## src/rtl/stk_pipe_mem_tail_ctrl.sv

```systemverilog
// Tail-pointer SRAM controller: init sweep, then 1RW port shared by reads (priority) and a 1-entry write buffer.
// Read data 1 cycle after accept; reads stall only on a forced drain, writes stall while the buffer is full and not draining.
module stk_pipe_mem_tail_ctrl #(
    parameter int W          = 10,
    parameter int N          = 1024,
    parameter int AW         = 10,
    parameter int INIT_VALUE = 0,
    parameter int STARVE_MAX = 4
) (
    input  logic          clk,
    input  logic          arst,
    output logic          o_init_done,
    input  logic          i_rd_vld,
    input  logic [AW-1:0] i_rd_addr,
    output logic          o_rd_rdy,
    output logic          o_rsp_vld,
    output logic [W-1:0]  o_rsp_data,
    input  logic          i_wr_vld,
    input  logic [AW-1:0] i_wr_addr,
    input  logic [W-1:0]  i_wr_data,
    output logic          o_wr_rdy,
    output logic [AW-1:0] o_sram_addr,
    output logic [W-1:0]  o_sram_din,
    output logic          o_sram_ce,
    output logic          o_sram_oe,
    input  logic [W-1:0]  i_sram_dout
);
    localparam int            SW     = $clog2(STARVE_MAX + 1);
    localparam logic [AW-1:0] LAST   = AW'(N - 1);
    localparam logic [SW-1:0] SMAX   = SW'(STARVE_MAX);
    localparam logic [W-1:0]  INIT_V = W'(INIT_VALUE);

    typedef enum logic {S_INIT, S_RUN} state_t;

    state_t        state;
    logic [AW-1:0] init_cnt;
    logic          wb_vld;
    logic [AW-1:0] wb_addr;
    logic [W-1:0]  wb_data;
    logic [SW-1:0] starve_cnt;
    logic          fwd_hit_q;
    logic [W-1:0]  fwd_data_q;
    logic [AW-1:0] addr_q;
    logic [W-1:0]  din_q;

    logic run, force_drain, rd_fire, drain, wr_fire;

    assign run         = (state == S_RUN);
    assign force_drain = wb_vld & (starve_cnt == SMAX);
    assign o_rd_rdy    = run & ~force_drain;
    assign rd_fire     = i_rd_vld & o_rd_rdy;
    assign drain       = run & wb_vld & ~rd_fire;
    assign o_wr_rdy    = run & (~wb_vld | drain);
    assign wr_fire     = i_wr_vld & o_wr_rdy;

    // Response mux is zeroed between responses so the idle bus is quiet.
    assign o_rsp_data = o_rsp_vld ? (fwd_hit_q ? fwd_data_q : i_sram_dout) : '0;

    always_comb begin
        o_sram_ce   = 1'b0;
        o_sram_oe   = 1'b0;
        o_sram_addr = addr_q;
        o_sram_din  = din_q;
        if (!run) begin
            o_sram_ce   = 1'b1;
            o_sram_addr = init_cnt;
            o_sram_din  = INIT_V;
        end else if (rd_fire) begin
            o_sram_ce   = 1'b1;
            o_sram_oe   = 1'b1;
            o_sram_addr = i_rd_addr;
        end else if (drain) begin
            o_sram_ce   = 1'b1;
            o_sram_addr = wb_addr;
            o_sram_din  = wb_data;
        end
    end

    always_ff @(posedge clk or posedge arst) begin
        if (arst) begin
            state       <= S_INIT;
            init_cnt    <= '0;
            o_init_done <= 1'b0;
            wb_vld      <= 1'b0;
            wb_addr     <= '0;
            wb_data     <= '0;
            starve_cnt  <= '0;
            o_rsp_vld   <= 1'b0;
            fwd_hit_q   <= 1'b0;
            fwd_data_q  <= '0;
            addr_q      <= '0;
            din_q       <= '0;
        end else begin
            addr_q <= o_sram_addr;
            din_q  <= o_sram_din;
            case (state)
                S_INIT: begin
                    init_cnt <= init_cnt + AW'(1);
                    if (init_cnt == LAST) begin
                        state       <= S_RUN;
                        o_init_done <= 1'b1;
                    end
                end
                default: begin
                    o_rsp_vld <= rd_fire;
                    // Forward compares against the buffer as it stood before this edge's write accept.
                    fwd_hit_q <= rd_fire & wb_vld & (wb_addr == i_rd_addr);
                    if (rd_fire)
                        fwd_data_q <= wb_data;
                    if (wr_fire) begin
                        wb_vld     <= 1'b1;
                        wb_addr    <= i_wr_addr;
                        wb_data    <= i_wr_data;
                        starve_cnt <= '0;
                    end else if (drain) begin
                        wb_vld     <= 1'b0;
                        starve_cnt <= '0;
                    end else if (wb_vld) begin
                        if (starve_cnt != SMAX)
                            starve_cnt <= starve_cnt + SW'(1);
                    end else begin
                        starve_cnt <= '0;
                    end
                end
            endcase
        end
    end
endmodule

```

## config.mk

```make
export PLATFORM = sky130hd
export DESIGN_NAME = stk_pipe_mem_tail_ctrl
export DESIGN_NICKNAME = d
export VERILOG_FILES = /design/src/rtl/stk_pipe_mem_tail_ctrl.sv
export SDC_FILE = /design/constraint.sdc
export NUM_CORES = 1
export LEC_CHECK = 0
export ABC_AREA = 1
export CAP_MARGIN = 30
export CORE_UTILIZATION = 45
export DETAILED_ROUTE_END_ITERATION = 10
export PLACE_DENSITY = 0.73
export SLEW_MARGIN = 40
export SYNTH_ARGS = -nofsm -noshare
export SYNTH_HDL_FRONTEND = slang
export SYNTH_SLANG_ARGS = --single-unit
```

## constraint.sdc

```tcl
create_clock -name clk -period 3.1 [get_ports clk]
set_input_delay 0.775 -clock clk [delete_from_list [all_inputs] [get_ports clk]]
set_output_delay 0.775 -clock clk [all_outputs]
set_load 0.03 [all_outputs]
```

### Yosys cells after proc, flatten, opt, wreduce, memory -nomap -nowiden

Index checks and enable logic that the tools add are counted.

| storage, ports and cells | value |
|---|---|
| output and inout bits | 36 |
| bits in registers | 68 |
| input bits | 44 |

| cells by class | value |
|---|---|
| reduce and logical (&&, ||, !) cells | 6 |
| eq/ne operators | 5 |
| muxes and demuxes | 21 |
| add/sub/neg operators | 2 |
| bitwise operators | 14 |

Operators by type and width:

| kind | number |
|---|---|
| $mux 10 | 8 |
| $mux 3 | 4 |
| $add 10x1->10 const B | 1 |
| $eq 10x10->1 | 1 |
| $eq 10x10->1 const B | 1 |
| $reduce_and 2->1 | 5 |
| $and 1x1->1 | 9 |
| $mux 1 | 9 |
| $ne 4x1->1 const B | 1 |
| $not 1->1 | 4 |
| $add 3x1->3 const B | 1 |
| $eq 3x3->1 const B | 1 |
| $ne 3x3->1 const B | 1 |
| $reduce_bool 2->1 | 1 |
| $or 1x1->1 | 1 |

### Longest topological paths before layout

Gate-level depths: netlist of the first run.

| logic depth | value |
|---|---|
| word-level depth | 12 |
| mapped depth | 9 |
| depth with buffers taken out | 8 |

### Least setup slack after synthesis of the first run

OpenSTA, ideal clock, no wires.

| path | value |
|---|---|
| kind | input-to-output |
| start | input port i_rd_vld |
| end | output port o_sram_addr[3] |
| cell stages on the path | 6 |
| slack | 0.579 ns |
| arrival time | 1.746 ns |
| data required time | 2.325 ns |
| cells stage by stage | o21ai_0 > buf_2 > nand2_1 > o21ai_0 > nor2_1 > nor2_1 |

| between the ends | value |
|---|---|
| word-level cells in the longest chain between the ends | 6 |

Ends and longest elaborated chain:

| item | line | text |
|---|---|---|
| start, declared | 13 | `input logic i_rd_vld,` |
| $and 1x1->1 * | 51 | `assign rd_fire = i_rd_vld & o_rd_rdy;` |
| $not 1->1 | 52 | `assign drain = run & wb_vld & ~rd_fire;` |
| $and 1x1->1 | 52 |  |
| $mux 10 | 72 | `end else if (drain) begin` |
| $mux 10 * | 68 | `end else if (rd_fire) begin` |
| $mux 10 * | 64 | `if (!run) begin` |
| end, declared | 22 | `output logic [AW-1:0] o_sram_addr,` |

Mark *: on every way between the ends. The rest lies on a longest branch, timed or not.

### Final worst setup path of the first run

| path | value |
|---|---|
| start | register fwd_hit_q |
| end | output port o_rsp_data[9] |

| between the ends | value |
|---|---|
| word-level cells in the longest chain between the ends | 2 |

Ends and longest elaborated chain:

| item | line | text |
|---|---|---|
| start, declared | 41 | `logic fwd_hit_q;` |
| start signal, assigned | 107 | `fwd_hit_q <= rd_fire & wb_vld & (wb_addr == i_rd_addr);` |
| $mux 10 (2 in series) | 57 | `assign o_rsp_data = o_rsp_vld ? (fwd_hit_q ? fwd_data_q : i_sram_dout) : '0;` |
| end, declared | 17 | `output logic [W-1:0] o_rsp_data,` |

Every way passes these cells.

==> out/results.ini, run 1 <==
[status]
status = completed

[worst_setup_path]
cpPeakStageDelay_ns = 0.59
cp.arrival_ns = 2.10
cp_max_fo = 12
cp_cell_sequence = clkinv_1 > nor2_1 > nor2_1 > clkdlybuf4s50_1
regToRegStartpoint = run$_DFF_PP0_
critPathBufInv = 2
crit_required_ns = 2.32
slowest_stage = clkdlybuf4s50_1
startpoint_type = flip-flop
startpoint = fwd_hit_q$_DFFE_PP0P_
cp_top_family = buffers and inverters
crit_type = flip-flop to output pin
cpMostUsedCell = nor2_1
worst_setup_path_end_kind = output pin

[layout]
design_area_sq_um = 4390
diodes = 0
utilization_pct = 60.9
fillers = 671
fin_nets = 554
fin_cells = 611
drive_gt1_share_pct = 11.5
layout_commonest_cell = nand2_1
syn2layout_area_growth_pct = 31.0
layout_common_cells = nand2_1 (117), dfrtp_1 (67), nor2_1 (62)

[clock_tree]
clock_latency_ns = 0.34
cts_buffers = 9
cts_buffer_depth = 2
cts_root_buf = clkbuf_8
h-tree-depth = 3
cts_tree = built
clk_pin_slew_ns = 0.07
cts.sinks = 68
post-cts-setup-buffers = 0

[sta]
fin_crit_sh_pct = 92.8
hold_ws_ns = 0.478
finalSetupViolations = 0
clock_skew_ns = 0.00982
layout_setup_ws_ns = 0.222
period_needed_ns = 2.88
fmax_ghz = 0.347
finalMaxSlewViolations = 0
finalSetupTns_ns = 0
tightestPinTransition_ns = 0.618
rsz0062_at_grt = no
hold_viol = 0
slew_headroom_pct = 58.7

[grt]
grt_remaining_overflow = 0
grtUsageTotal_pct = 22.0
grt_max_degree = 46
grt_pass1_wl_um = 12900
antenna_found_initial = 0
grt_pass1_vias = 2780

[floorplanning]
die_y_um = 88.3
die_x_um = 88.3
io_pins = 80
start_util_pct = 46.5
die-area_sq_um = 7800
fp.coreArea_sq_um = 7210
rows = 31

[placed_design]
dp_slack_ns = 0.0256
io_buffers = 79
dp_hpwl_um = 5830
routabilityCongestion = 0.873
place_area_sq_um = 4180
place_inst = 595

[route]
drt_first_pass_iters = 5
drtIter0Drc = 209
wire_per_inst_um = 12.8
route.vias.total = 2971
drc = 0
postRouteAntennaNets = 0
routed_wl_um = 7840
viasPerCell = 4.86

[yosys]
synth_cell_types = 30
synth_top_area_share_pct = 50.7
synth_fp_nets = 473
synth_seq_cells = 68
avgSynthCellArea_sq_um = 7.87
synth.area.top_cells = dfrtp_1 (51%), nand2_1 (13%), nor2_1 (6.9%)
yosysTopAreaCell = dfrtp_1
syn_inst = 426
synth_warnings = 0
netlist_area_sq_um = 3350
ys_seq_area_share_pct = 50.7

[hold_path]
hp-start = wb_addr[8]$_DFFE_PP0P_
hp-class = flip-flop to flip-flop

[pwr]
peakVddDrop_uv = 228
total_power_mw = 1.76
p_per_area_nw_per_um2 = 402
p_leak_nw = 2.15

[job]
max_cap_viol_count = 0

cell usage after synthesis:
master / n
buf_8: 1
nand3_1: 44
nand2_4: 1
a31oi_4: 1
or2_2: 1
inv_2: 2
o211ai_2: 1
nor2_1: 62
inv_1: 42
clkinv_1: 1
o21ai_1: 10
nor2_2: 1
buf_6: 3
buf_1: 2
ha_1: 3
buf_4: 1
nor3_1: 1
xnor2_1: 3
dfrtp_1: 68
nand2_1: 117
nand3_4: 2
clkbuf_1: 4
a21oi_1: 1
xor2_1: 4
clkbuf_2: 1
o21ai_0: 34
nand4_1: 6
o21bai_1: 1
a31oi_1: 1
buf_2: 7
registers in the layout, indices dropped and copies added (netlist names):
signal,count
wb_vld,1
init_cnt,10
din_q,10
o_rsp_vld,1
wb_addr,10
fwd_hit_q,1
starve_cnt,3
run,1
wb_data,10
o_init_done,1
addr_q,10
fwd_data_q,10
tightest hold or removal path, stage by stage (launching register included):
cell and delay, ns:
dfrtp_1 0.34, nand2_1 0.06, nand2_1 0.05
logic make-up after synthesis:
| logic type | count (synthesis) | synth area share, % |
|---|---|---|
| AO/OA/AOI/OAI | 49 | 8.13 |
| XOR/XNOR | 7 | 1.83 |
| buffers and inverters | 64 | 8.58 |
| flip-flops | 68 | 50.7 |
| AND/OR/NAND/NOR | 235 | 29.6 |
| adder cells (fa/ha/maj) | 3 | 1.12 |
what timing repair did:
item / 4_1_cts / 5_1_grt
hold buffers: 0 / 0
gates resized for setup: 0 / 4
setup endpoints to repair: 0 / 9
final cells by class:
| class | instances | area, sq um | area share [%] |
|---|---|---|---|
| flip-flops and latches | 68 | 1700 | 38.8 |
| multi-input cells | 294 | 1370 | 31.2 |
| repair buffers | 89 | 826 | 18.8 |
| inverters | 45 | 169 | 3.85 |
| clock buffers | 12 | 155 | 3.53 |
| well taps | 99 | 124 | 2.82 |
| clock inverters | 4 | 47.5 | 1.08 |
metal layers:
metal | up-vias | track usage (%) | share of wire, %
met5 | - | 0 | 0
met2 | 92 | 33.3 | 44
li1 | 1506 | - | -
met4 | 0 | 12.5 | 3.4
met1 | 1352 | 29.9 | 48
met3 | 21 | 3.92 | 4.7
power by group:
group	leakage (nW)	switching [mW]	internal (mW)
combinational	1.17	0.0562	0.0642
clock	0.102	0.318	0.413
sequential	0.879	0.0126	0.901
final timing paths:
check | to | slack [ns] | cells past startpoint
worst min register to register | wb_addr[8]$_DFFE_PP0P_ | 0.48 | 2
worst min-delay path | wb_addr[8]$_DFFE_PP0P_ | 0.48 | 2
worst max-delay path | o_rsp_data[9] | 0.22 | 4
max in group asynchronous | wb_addr[5]$_DFFE_PP0P_ | 1.69 | 3
min in group asynchronous | init_cnt[8]$_DFFE_PP0N_ | 0.80 | 2
worst max register to register | wb_addr[7]$_DFFE_PP0P_ | 0.73 | 7
(Power assumes the default switching activity.)
==> inputs of run 2 (changes only) <==
--- a/config.mk
+++ b/config.mk
@@ -8,6 +8,7 @@
 export ABC_AREA = 1
 export CAP_MARGIN = 30
 export CORE_UTILIZATION = 45
+export CTS_BUF_LIST = sky130_fd_sc_hd__clkbuf_4
 export DETAILED_ROUTE_END_ITERATION = 10
 export PLACE_DENSITY = 0.73
 export SLEW_MARGIN = 40
==> out/results.ini, run 2 (synthesized netlist as in run 1, its figures left out) <==
[floorplanning]
io_pins = 80  ; unchanged
die-area_sq_um = 7800  ; unchanged
rows = 31  ; unchanged
die_x_um = 88.3  ; unchanged
start_util_pct = 46.5  ; unchanged
fp.coreArea_sq_um = 7210  ; unchanged
die_y_um = 88.3  ; unchanged

[worst_setup_path]
cp_max_fo = 12  ; unchanged
startpoint_type = flip-flop
worst_setup_path_end_kind = output pin
crit_type = flip-flop to output pin
crit_required_ns = 2.32  ; about the same
cp.arrival_ns = 2.11  ; about the same

[grt]
grt_max_degree = 46  ; unchanged
grt_remaining_overflow = 0  ; unchanged
grt_pass1_wl_um = 13000  ; +0.37%
grt_pass1_vias = 2784  ; +0.14%
antenna_found_initial = 0  ; unchanged
grtUsageTotal_pct = 21.9  ; -0.060 points

[layout]
fin_cells = 611  ; unchanged
diodes = 0  ; unchanged
syn2layout_area_growth_pct = 28.9
fillers = 687  ; +2.4%
drive_gt1_share_pct = 11.5  ; unchanged
layout_common_cells = nand2_1 (117), dfrtp_1 (67), nor2_1 (62)
layout_commonest_cell = nand2_1
fin_nets = 554  ; unchanged

[sta]
clock_skew_ns = 0.0119  ; +0.00212 ns
finalMaxSlewViolations = 0  ; unchanged
fin_crit_sh_pct = 93.0  ; +0.15 points
period_needed_ns = 2.88  ; +0.00469 ns
finalSetupViolations = 0  ; unchanged
tightestPinTransition_ns = 0.618  ; -0.000777 ns
hold_viol = 0  ; unchanged
rsz0062_at_grt = no
fmax_ghz = 0.347  ; -0.16%
slew_headroom_pct = 58.7  ; about the same
layout_setup_ws_ns = 0.217  ; -0.00469 ns
finalSetupTns_ns = 0  ; unchanged

[placed_design]
routabilityCongestion = 0.873  ; unchanged
dp_hpwl_um = 5830  ; unchanged
dp_slack_ns = 0.0256  ; unchanged
io_buffers = 79  ; unchanged
place_inst = 595  ; unchanged

[clock_tree]
cts_tree = built
cts_buffer_depth = 2  ; unchanged
clock_latency_ns = 0.40  ; +0.06 ns
postCtsHoldBufs = 0  ; unchanged
clk_pin_slew_ns = 0.11  ; +0.04 ns
cts_root_buf = clkbuf_4
cts_buffers = 9  ; unchanged
post-cts-setup-buffers = 0  ; unchanged
h-tree-depth = 3  ; unchanged
cts.sinks = 68  ; unchanged

[status]
status = completed

[route]
routed_wl_um = 7780  ; -0.66%
drt_first_pass_iters = 7  ; +2
drc = 0  ; unchanged
postRouteAntennaNets = 0  ; unchanged
viasPerCell = 4.89  ; +0.57%
route.vias.total = 2988  ; +0.57%
wire_per_inst_um = 12.7  ; -0.66%
drtIter0Drc = 130  ; -38%

[pwr]
p_per_area_nw_per_um2 = 365  ; -9.2%
peakVddDrop_uv = 176  ; -23%
p_leak_nw = 2.12  ; -1.6%

[hold_path]
hp-class = flip-flop to flip-flop

[job]
max_cap_viol_count = 0  ; unchanged

==> run 2: through the flow <==
step	cell area (sq um)	power [mW]	utilization [%]	hold slack, ns
floorplan	3350	0.971	-	0.442
detailed placement	4180	1.05	58.0	0.462
CTS	4310	1.59	59.8	0.485
global route	4320	1.64	59.9	0.510
global placement	4180	1.05	58.0	0.456
finish	4320	1.58	59.9	0.486
==> run 2: routing by layer <==
layer  track usage, %  wire, um
met1             30.0      3700
met2             33.7      3480
met3             3.64       366
met4             11.4       231
met5                0         0
==> run 2: worst max-delay path, stage by stage (launching register included) <==
cell and delay (ns):
dfrtp_1 0.59, clkinvlp_4 0.30, nor2_1 0.17, nor2_1 0.06
clkdlybuf4s50_1 0.58
==> run 2: cell type report <==
| class | count | area (sq um) | area share (%) |
|---|---|---|---|
| multi-input combinational | 294 | 1370 | 31.7 |
| clock buffer | 10 | 75.1 | 1.74 |
| sequential | 68 | 1700 | 39.4 |
| timing repair buffer | 89 | 826 | 19.1 |
| tap | 99 | 124 | 2.86 |
| inverter | 45 | 173 | 3.99 |
| clock inverter | 6 | 55.1 | 1.27 |
==> run 2: path summary, 6_finish.rpt <==
check	start	to	slack, ns	depth (start not counted)
max	fwd_hit_q$_DFFE_PP0P_	o_rsp_data[0]	0.22	4
min	wb_addr[8]$_DFFE_PP0P_	wb_addr[8]$_DFFE_PP0P_	0.49	2
max reg2reg	run$_DFF_PP0_	wb_addr[2]$_DFFE_PP0P_	0.71	7
min reg2reg	wb_addr[8]$_DFFE_PP0P_	wb_addr[8]$_DFFE_PP0P_	0.49	2
max in group asynchronous	arst	wb_addr[5]$_DFFE_PP0P_	1.75	3
min in group asynchronous	arst	init_cnt[9]$_DFFE_PP0N_	0.73	2
==> run 2: what timing repair did <==
item / CTS / global route
resized for setup: 0 / 5
setup endpoints to repair: 0 / 12
endpoints found under the hold margin: 0 / 0
==> run 2: where the power goes <==
group          internal (mW)  leakage [nW]  switching [mW]  total, mW
combinational         0.0642          1.17          0.0564      0.121
clock                  0.247        0.0712           0.296      0.543
sequential             0.900         0.879          0.0127      0.913
